--- src/rtl/poker_pkg.sv ---
// poker_pkg: constants shared by the transmit framer and the card receiver.
//   - frame header / type bytes
//   - internal <-> wire rank aliases for the two ranks that are re-encoded
//   - play_cnt codes
//   - framer FSM state encoding and frame lengths
package poker_pkg;

  // Frame header and type bytes
  localparam logic [7:0] HDR_PLAY    = 8'hF2;
  localparam logic [7:0] HDR_PASS    = 8'hF0;
  localparam logic [7:0] TYPE_SINGLE = 8'h01;
  localparam logic [7:0] TYPE_PAIR   = 8'h02;
  localparam logic [7:0] PASS_PAD    = 8'h00;

  // Rank nibbles that differ between the game logic and the wire
  localparam logic [3:0] RANK_2_INT  = 4'hF;
  localparam logic [3:0] RANK_A_INT  = 4'hE;
  localparam logic [3:0] RANK_2_WIRE = 4'h2;
  localparam logic [3:0] RANK_A_WIRE = 4'h1;

  // play_cnt codes
  localparam logic [1:0] PLAY_PASS    = 2'd0;
  localparam logic [1:0] PLAY_SINGLE  = 2'd1;
  localparam logic [1:0] PLAY_PAIR    = 2'd2;
  localparam logic [1:0] PLAY_ILLEGAL = 2'd3;

  // Frame geometry
  localparam int         FRAME_MAX  = 5;
  localparam logic [2:0] LEN_PASS   = 3'd3;
  localparam logic [2:0] LEN_SINGLE = 3'd4;
  localparam logic [2:0] LEN_PAIR   = 3'd5;

  // Framer FSM state encoding
  localparam logic [2:0] ST_IDLE  = 3'd0;
  localparam logic [2:0] ST_START = 3'd1;
  localparam logic [2:0] ST_WAIT  = 3'd2;
  localparam logic [2:0] ST_GAP   = 3'd3;
  localparam logic [2:0] ST_DONE  = 3'd4;

endpackage

--- src/rtl/poker_card_encode.sv ---
// poker_card_encode: combinational internal-to-wire card byte converter.
//   card_int  in  8  card in internal rank encoding (rank nibble, suit nibble)
//   card_wire out 8  same card in wire encoding
// Only the rank nibble is remapped (F->2, E->1); the suit nibble passes through.
module poker_card_encode
  import poker_pkg::*;
(
  input  logic [7:0] card_int,
  output logic [7:0] card_wire
);

  always_comb begin
    card_wire = card_int;
    if (card_int[7:4] == RANK_2_INT) begin
      card_wire[7:4] = RANK_2_WIRE;
    end else if (card_int[7:4] == RANK_A_INT) begin
      card_wire[7:4] = RANK_A_WIRE;
    end
  end

endmodule

--- src/rtl/poker_frame_tx.sv ---
// poker_frame_tx: transmit framer for the card-game serial link.
// Turns a play decision into a 3/4/5-byte frame and feeds it to a UART TX core
// one byte at a time, with an idle gap between bytes and a per-byte timeout.
//   sys_clk        in   1  system clock
//   sys_rst        in   1  synchronous active-high reset
//   play_req       in   1  request to send a play (taken only while play_ready)
//   play_cnt       in   2  0=pass 1=single 2=pair 3=illegal
//   play_cards     in  16  internal cards; single=[7:0], pair=[15:8] then [7:0]
//   play_ready     out  1  framer idle
//   tx_data        out  8  byte for the UART, held from tx_start to finish
//   tx_start       out  1  one-cycle launch pulse
//   txd_finish_pos in   1  UART byte-complete pulse
//   send_done      out  1  frame fully sent
//   send_err       out  1  illegal play_cnt or UART timeout
module poker_frame_tx
  import poker_pkg::*;
#(
  parameter int GAP_CYCLES = 16,
  parameter int TX_TIMEOUT = 2_000_000
) (
  input  logic        sys_clk,
  input  logic        sys_rst,
  input  logic        play_req,
  input  logic [1:0]  play_cnt,
  input  logic [15:0] play_cards,
  output logic        play_ready,
  output logic [7:0]  tx_data,
  output logic        tx_start,
  input  logic        txd_finish_pos,
  output logic        send_done,
  output logic        send_err
);

  localparam int TW = $clog2(TX_TIMEOUT + 1);
  localparam int GW = $clog2(GAP_CYCLES + 1);

  logic [2:0]    state_reg, state_next;
  logic [2:0]    idx_reg, idx_next;
  logic [2:0]    len_reg, len_next;
  logic [7:0]    frame_reg [FRAME_MAX];
  logic [7:0]    frame_next [FRAME_MAX];
  logic [TW-1:0] tmo_cnt_reg, tmo_cnt_next;
  logic [GW-1:0] gap_cnt_reg, gap_cnt_next;
  logic [7:0]    tx_data_reg, tx_data_next;
  logic          tx_start_reg, tx_start_next;
  logic          send_done_reg, send_done_next;
  logic          send_err_reg, send_err_next;

  // Lane 0 carries play_cards[7:0], lane 1 carries play_cards[15:8].
  logic [7:0] lane_wire [2];
  logic [7:0] load_frame [FRAME_MAX];
  logic [2:0] load_len;

  generate
    for (genvar gi = 0; gi < 2; gi++) begin : g_lane
      poker_card_encode u_enc (
        .card_int  (play_cards[gi*8 +: 8]),
        .card_wire (lane_wire[gi])
      );
    end
  endgenerate

  // Frame image for the current request; only captured in the accept cycle,
  // so later changes on play_cards/play_cnt cannot reach a frame in flight.
  always_comb begin
    for (int i = 0; i < FRAME_MAX; i++) begin
      load_frame[i] = 8'h00;
    end
    load_len = LEN_PASS;
    case (play_cnt)
      PLAY_SINGLE: begin
        load_frame[0] = HDR_PLAY;
        load_frame[1] = TYPE_SINGLE;
        load_frame[2] = TYPE_SINGLE;
        load_frame[3] = lane_wire[0];
        load_len      = LEN_SINGLE;
      end
      PLAY_PAIR: begin
        load_frame[0] = HDR_PLAY;
        load_frame[1] = TYPE_PAIR;
        load_frame[2] = TYPE_PAIR;
        load_frame[3] = lane_wire[1];
        load_frame[4] = lane_wire[0];
        load_len      = LEN_PAIR;
      end
      default: begin
        load_frame[0] = HDR_PASS;
        load_frame[1] = HDR_PASS;
        load_frame[2] = PASS_PAD;
        load_len      = LEN_PASS;
      end
    endcase
  end

  always_comb begin
    state_next     = state_reg;
    idx_next       = idx_reg;
    len_next       = len_reg;
    frame_next     = frame_reg;
    tmo_cnt_next   = tmo_cnt_reg;
    gap_cnt_next   = gap_cnt_reg;
    tx_data_next   = tx_data_reg;
    tx_start_next  = 1'b0;
    send_done_next = 1'b0;
    send_err_next  = 1'b0;

    case (state_reg)
      ST_IDLE: begin
        if (play_req) begin
          if (play_cnt == PLAY_ILLEGAL) begin
            send_err_next = 1'b1;
          end else begin
            frame_next = load_frame;
            len_next   = load_len;
            idx_next   = 3'd0;
            state_next = ST_START;
          end
        end
      end

      ST_START: begin
        // tx_data and tx_start are registered here so they leave the block
        // together and tx_data is already stable when the UART sees the pulse.
        tx_data_next  = frame_reg[idx_reg];
        tx_start_next = 1'b1;
        tmo_cnt_next  = '0;
        state_next    = ST_WAIT;
      end

      ST_WAIT: begin
        // Finish is tested first so it wins over a simultaneous timeout.
        if (txd_finish_pos) begin
          if (idx_reg == len_reg - 3'd1) begin
            send_done_next = 1'b1;
            state_next     = ST_DONE;
          end else begin
            idx_next     = idx_reg + 3'd1;
            gap_cnt_next = '0;
            state_next   = ST_GAP;
          end
        end else if (tmo_cnt_reg == TW'(TX_TIMEOUT - 1)) begin
          send_err_next = 1'b1;
          state_next    = ST_IDLE;
        end else begin
          tmo_cnt_next = tmo_cnt_reg + 1'b1;
        end
      end

      ST_GAP: begin
        if (gap_cnt_reg == GW'(GAP_CYCLES - 1)) begin
          state_next = ST_START;
        end else begin
          gap_cnt_next = gap_cnt_reg + 1'b1;
        end
      end

      ST_DONE: begin
        // send_done was raised on entry; this cycle just returns to IDLE.
        state_next = ST_IDLE;
      end

      default: begin
        state_next = ST_IDLE;
      end
    endcase
  end

  always_ff @(posedge sys_clk) begin
    if (sys_rst) begin
      state_reg     <= ST_IDLE;
      idx_reg       <= 3'd0;
      len_reg       <= 3'd0;
      for (int i = 0; i < FRAME_MAX; i++) begin
        frame_reg[i] <= 8'h00;
      end
      tmo_cnt_reg   <= '0;
      gap_cnt_reg   <= '0;
      tx_data_reg   <= 8'h00;
      tx_start_reg  <= 1'b0;
      send_done_reg <= 1'b0;
      send_err_reg  <= 1'b0;
    end else begin
      state_reg     <= state_next;
      idx_reg       <= idx_next;
      len_reg       <= len_next;
      frame_reg     <= frame_next;
      tmo_cnt_reg   <= tmo_cnt_next;
      gap_cnt_reg   <= gap_cnt_next;
      tx_data_reg   <= tx_data_next;
      tx_start_reg  <= tx_start_next;
      send_done_reg <= send_done_next;
      send_err_reg  <= send_err_next;
    end
  end

  assign play_ready = (state_reg == ST_IDLE);
  assign tx_data    = tx_data_reg;
  assign tx_start   = tx_start_reg;
  assign send_done  = send_done_reg;
  assign send_err   = send_err_reg;

endmodule

--- config.mk ---
export PLATFORM = sky130hd
export DESIGN_NAME = poker_frame_tx
export DESIGN_NICKNAME = d
export VERILOG_FILES = /design/src/rtl/poker_pkg.sv /design/src/rtl/poker_card_encode.sv /design/src/rtl/poker_frame_tx.sv
export SDC_FILE = /design/constraint.sdc
export NUM_CORES = 1
export LEC_CHECK = 0
export ABC_AREA = 1
export CAP_MARGIN = 30
export CORE_UTILIZATION = 50
export DETAILED_ROUTE_END_ITERATION = 8
export PLACE_DENSITY = 0.83
export SLEW_MARGIN = 25
export SYNTH_ARGS = -nofsm -noshare
export SYNTH_HDL_FRONTEND = slang
export SYNTH_SLANG_ARGS = --single-unit
--- constraint.sdc ---
create_clock -name sys_clk -period 3.26 [get_ports sys_clk]
set_clock_uncertainty 0.1 [all_clocks]
set_input_delay 0.978 -clock sys_clk [delete_from_list [all_inputs] [get_ports sys_clk]]
set_output_delay 0.978 -clock sys_clk [all_outputs]
set_load 0.02 [all_outputs]
== After elaboration in Yosys (flattened, before gate mapping) ==
Cells that the tools add are included.
Cells by class
  add/subtract/negate cells: 4
  shift-type cells: 0
  div/mod/pow operators: 0
  magnitude comparators: 1
  equal/unequal tests: 22
  multiply operators: 0
  reduce and logical (&&, ||, !) cells: 10
  multiplexer cells: 37
  bitwise logic cells: 4
Operators with widths (count)
  21-bit two-way mux: 2
  21-bit one-hot mux with 2 select lines: 1
  18-bit one-hot mux with 2 select lines: 1
  3-bit two-way mux: 10
  8-bit binary-select mux with 3-bit select: 1
  8-bit two-way mux: 3
  21-bit by 1-bit adder with 21-bit output (second input constant): 1
  21-bit == test (second input constant): 1
  4-bit == test (second input constant): 4
  4-bit two-way mux: 4
  2-bit inequality test (second input constant): 8
  8-bit one-hot mux with 2 select lines: 1
  5-bit two-way mux: 3
  3-bit one-hot mux with 2 select lines: 2
  3-bit one-hot mux with 4 select lines: 1
  5-bit one-hot mux with 2 select lines: 1
  4-bit AND reduction: 2
  3-bit by 2-bit == test with 1-bit output (second input constant): 2
  1-bit two-way mux: 6
  3-bit AND reduction: 2
  2-bit nonzero test: 3
  5-bit by 1-bit adder with 5-bit output (second input constant): 1
  5-bit by 4-bit == test with 1-bit output (second input constant): 1
  5-bit AND reduction: 1
  13 further kinds: 16
Word-level totals
  memories: 0
  register bits after elaboration: 86
  bits in writable memories: 0
  logic and storage cells: 92
  output and inout port bits: 12
  latch bits: 0
  input port bits: 22
  ROM bits: 0

== Logic depth before layout (Yosys ltp) ==
  depth after elaboration: 5
  gate-level depth with buffers: 13
  depth with buffers taken out: 13

== Modules after synthesis ==
Synthesis repeated with hierarchy kept, for this count alone.
Unflattened totals
  cells, all modules: 567
  area, all modules: 3717.3 sq um
Modules (own cells, without submodules)
  poker_frame_tx: cells each 535, area each 3544.6 sq um, instances 1, seq. area each 1301.2 sq um
  poker_card_encode: cells each 16, area each 86.3 sq um, instances 2, seq. area each 0.0 sq um

== Worst setup path before layout ==
No wires, ideal clock.
  path kind: input-to-reg
  start point: input port play_cnt[0]
  end point: register frame_reg[4] in the netlist's numbering
  buffers on the path: 1
  library setup time: 65 ps
  path slack: 1179 ps
  arrival: 1916 ps
  cell stages on the path: 8
  data required time: 3095 ps
  cells stage by stage: inv_1 -> ha_1 -> clkbuf_1 -> inv_1 -> nor2_4 -> inv_1 -> o21a_1 -> nor2_1
Between the ends
  longest elaborated chain between the ends: 3
  elaborated cells between the ends (all ways): 5
  classes of those cells: eq/ne (2); mux (1); bitwise (1); reduce/logical (1)
Ends and longest elaborated chain
  from (decl): RTL line poker_frame_tx.sv:24  | input logic [1:0] play_cnt,
  2-bit == test: RTL line poker_frame_tx.sv:110  | if (play_cnt == PLAY_ILLEGAL) begin
  1-bit NOT (no source line)
  3-bit AND reduction (no source line)
  to (signal assigned): RTL line poker_frame_tx.sv:186  | frame_reg <= frame_next;
  to (decl): RTL line poker_frame_tx.sv:40  | logic [7:0] frame_reg [FRAME_MAX];
Parallel ways exist; a longest one is shown, timed or not.
A chain may end at the register's enable or synchronous reset.

== Worst setup path after layout ==
  start point: register state_reg[0]
  end point: output port play_ready
Between the ends
  longest elaborated chain between the ends: 1
Ends and longest elaborated chain
  from (decl): RTL line poker_frame_tx.sv:37  | logic [2:0] state_reg, state_next;
  from (signal assigned): RTL line poker_frame_tx.sv:183  | state_reg <= state_next;
  3-bit logical NOT: RTL line poker_frame_tx.sv:196  | assign play_ready = (state_reg == ST_IDLE);
  to (decl): RTL line poker_frame_tx.sv:26  | output logic play_ready,
No other way between the ends.

==> impl_metrics.tcl <==
set metrics [dict create \
    finalHoldViolCount 0 \
    max_slew_margin_pct 60.5 \
    async_flop_share_pct 0 \
    powerDensity_mw_per_mm2 656 \
    die_y_um 86.8 \
    grt_max_degree 43 \
    dieWidth_um 86.8 \
    cp_slowest_cell "clkdlybuf4s50_1" \
    netlist_area_mm2 0.00359 \
    cts_made_buffers 9 \
    syn_inst 548 \
    post_dp_cell_area_mm2 0.00395 \
    post_cts_resized 0 \
    worstReg2RegStart "tmo_cnt_reg[0]" \
    status "finished, final reports clean" \
    ir_drop_mv 0.285 \
    whs_ps 369 \
    worst_pin_slew_ps 590 \
    cp_top_family "buffers and inverters" \
    r2r_cells 11 \
    area_growth_syn_to_layout_pct 15.6 \
    io_buffers 33 \
    place.gp.congestion 0.900 \
    placed_cells 659 \
    antenna_found_initial 0 \
    layout_min_cycle_time_ps 2800 \
    pin_count 34 \
    cts_setup_buffers 0 \
    power_mw 2.73 \
    clk_path_buf_depth 2 \
    rsz0062_at_grt "no" \
    cts_tree "yes" \
    synth-adder-area-share_pct 3.13 \
    drv_cap 0 \
    track_usage_pct 24.4 \
    synth_top_family_by_area "simple AND/OR/NAND/NOR gates" \
    min_path_type "register to register" \
    cts.htree.levels 3 \
    end_kind "primary output" \
    dp_slack_ps 450 \
    ys_ff_latch 65 \
    avgSynthCellArea_um2 6.56 \
    dieArea_mm2 0.00753 \
    critPathMaxStageDelay_ps 620 \
    path_max_fanout 4 \
    crit_arrival_ps 1720 \
    yosysWarnings 0 \
    final_cells 675 \
    hold_buffers 0 \
    fin_setup_tns_ps 0 \
    ys.flop_type "dfxtp_1" \
    path_cells "nor2_2 > nand2_1 > inv_2 > clkdlybuf4s50_1" \
    fin_area_mm2 0.00416 \
    largest_reg_flops 21 \
    drc 0 \
    drive_gt1_share_pct 5.53 \
    gr-total-overflow 0 \
    nNetsFinal 605 \
    cts_root_buf "clkbuf_8" \
    period_share_pct 85.9 \
    cp.required_ps 2180 \
    clock_latency_ps 350 \
    first_pass_iters 5 \
    utilization_pct 60.5 \
    clkSinkCount 65 \
    ant_nets 0 \
    totalWireLength_mm 8.44 \
    fmax_ghz 0.357 \
    cts.clk_slew.worst_paths_ps 70 \
    reg2reg_to "tmo_cnt_reg[3]" \
    synthXorXnorAreaFrac_pct 1.46 \
    yosys.cell_types.count 33 \
    cp-start-kind "register" \
    ys_seq_area_share_pct 36.2 \
    critPathBufInv 2 \
    ff2ff_setup_slack_ps 950 \
    min-delay-start "frame_reg[2]" \
    place_hpwl_mm 6.10 \
    layout.cells.most_common_list "nand2_1, nor2_1, dfxtp_1" \
    setup_slack_ps 458 \
    synth_edf_count 0 \
    worstSetupPathType "register to primary output" \
    drt-initial-drc-count 155 \
    min_to "frame_reg[2]" \
    p_leak_nw 1.57 \
    final_common_cell "nand2_1" \
    viasPerCell 5.39 \
    grt_pass1_wl_mm 14.5 \
    routedWlPerCell_um 12.5 \
    hold_depth 2 \
    syn_nets 579 \
    core_area_mm2 0.00687 \
    synth-compound-area-share_pct 14.5 \
    synthMuxAreaShare_pct 0 \
    vias 3641 \
    n_antenna_cell 0 \
    slew_viol_final 0 \
    start_util_pct 52.3 \
    setup_viol 0 \
    rows 30 \
    grt_pass1_vias 3400 \
    yosys.area_share.simple_pct 36.1 \
]
==> cells in the mapped netlist, drive strengths merged (4+ instances only) <==
| cell | n | share of area (%) |
|---|---|---|
| nand4 | 10 | 1.7 |
| clkbuf | 12 | 1.3 |
| nand2 | 146 | 16 |
| dfxtp | 65 | 36 |
| buf | 8 | 1.8 |
| xor2 | 4 | 0.97 |
| nor3 | 7 | 0.97 |
| inv | 52 | 5.4 |
| o21a | 4 | 0.84 |
| nand3 | 50 | 7.5 |
| a31oi | 9 | 1.6 |
| nor2 | 80 | 9.2 |
| ha | 9 | 3.1 |
| a21oi | 54 | 7.5 |
| o21ai | 25 | 3.5 |
==> worst min-delay path: cells and delay by family, from the launching register on <==
kind	cells	cell delay, ps
AND/OR/NAND/NOR	1	60
flip-flops	1	310
AO/OA/AOI/OAI	1	60
==> how the worst max path moves through the flow <==
stage	start	end	slack (ps)	cells past startpoint
floorplan	play_cnt[0]	frame_reg[4]	1180	8
global placement	play_cnt[0]	frame_reg[4]	540	8
detailed placement	play_cnt[0]	frame_reg[4]	450	8
CTS	state_reg[0]	play_ready	440	4
global route	state_reg[0]	play_ready	350	4
finish	state_reg[0]	play_ready	460	4
==> metal layers <==
layer | wire length [um] | part of all wire, % | track usage, %
met5 | 0 | 0 | 0
met4 | 212 | 2.5 | 12.1
met3 | 341 | 4.0 | 5.81
met2 | 4060 | 48 | 42.3
met1 | 3830 | 45 | 28.1
==> cells by family (layout without fill, tap and decap cells) <==
kind of cell | count (synthesis) | in the layout
AND/OR/NAND/NOR | 299 | 299
flip-flops | 65 | 65
XOR/XNOR | 6 | 6
buffers and inverters | 72 | 103
AO/OA/AOI/OAI | 97 | 97
adder cells (fa/ha/maj) | 9 | 9
==> power by group <==
group	switching (mW)	leakage, nW	internal, mW
Combinational	0.646	0.938	0.339
Sequential	0.113	0.527	0.906
Clock	0.307	0.107	0.416
Total	1.07	1.57	1.66
==> layout make-up <==
type	count	area, um2
clock buffers	14	173
clock inverters	2	35.0
fillers	662	2710
inverters	52	195
multi-input cells	411	1990
flip-flops and latches	65	1300
well taps	96	120
repair buffers	35	345
Power figures use the tool's default switching activity.
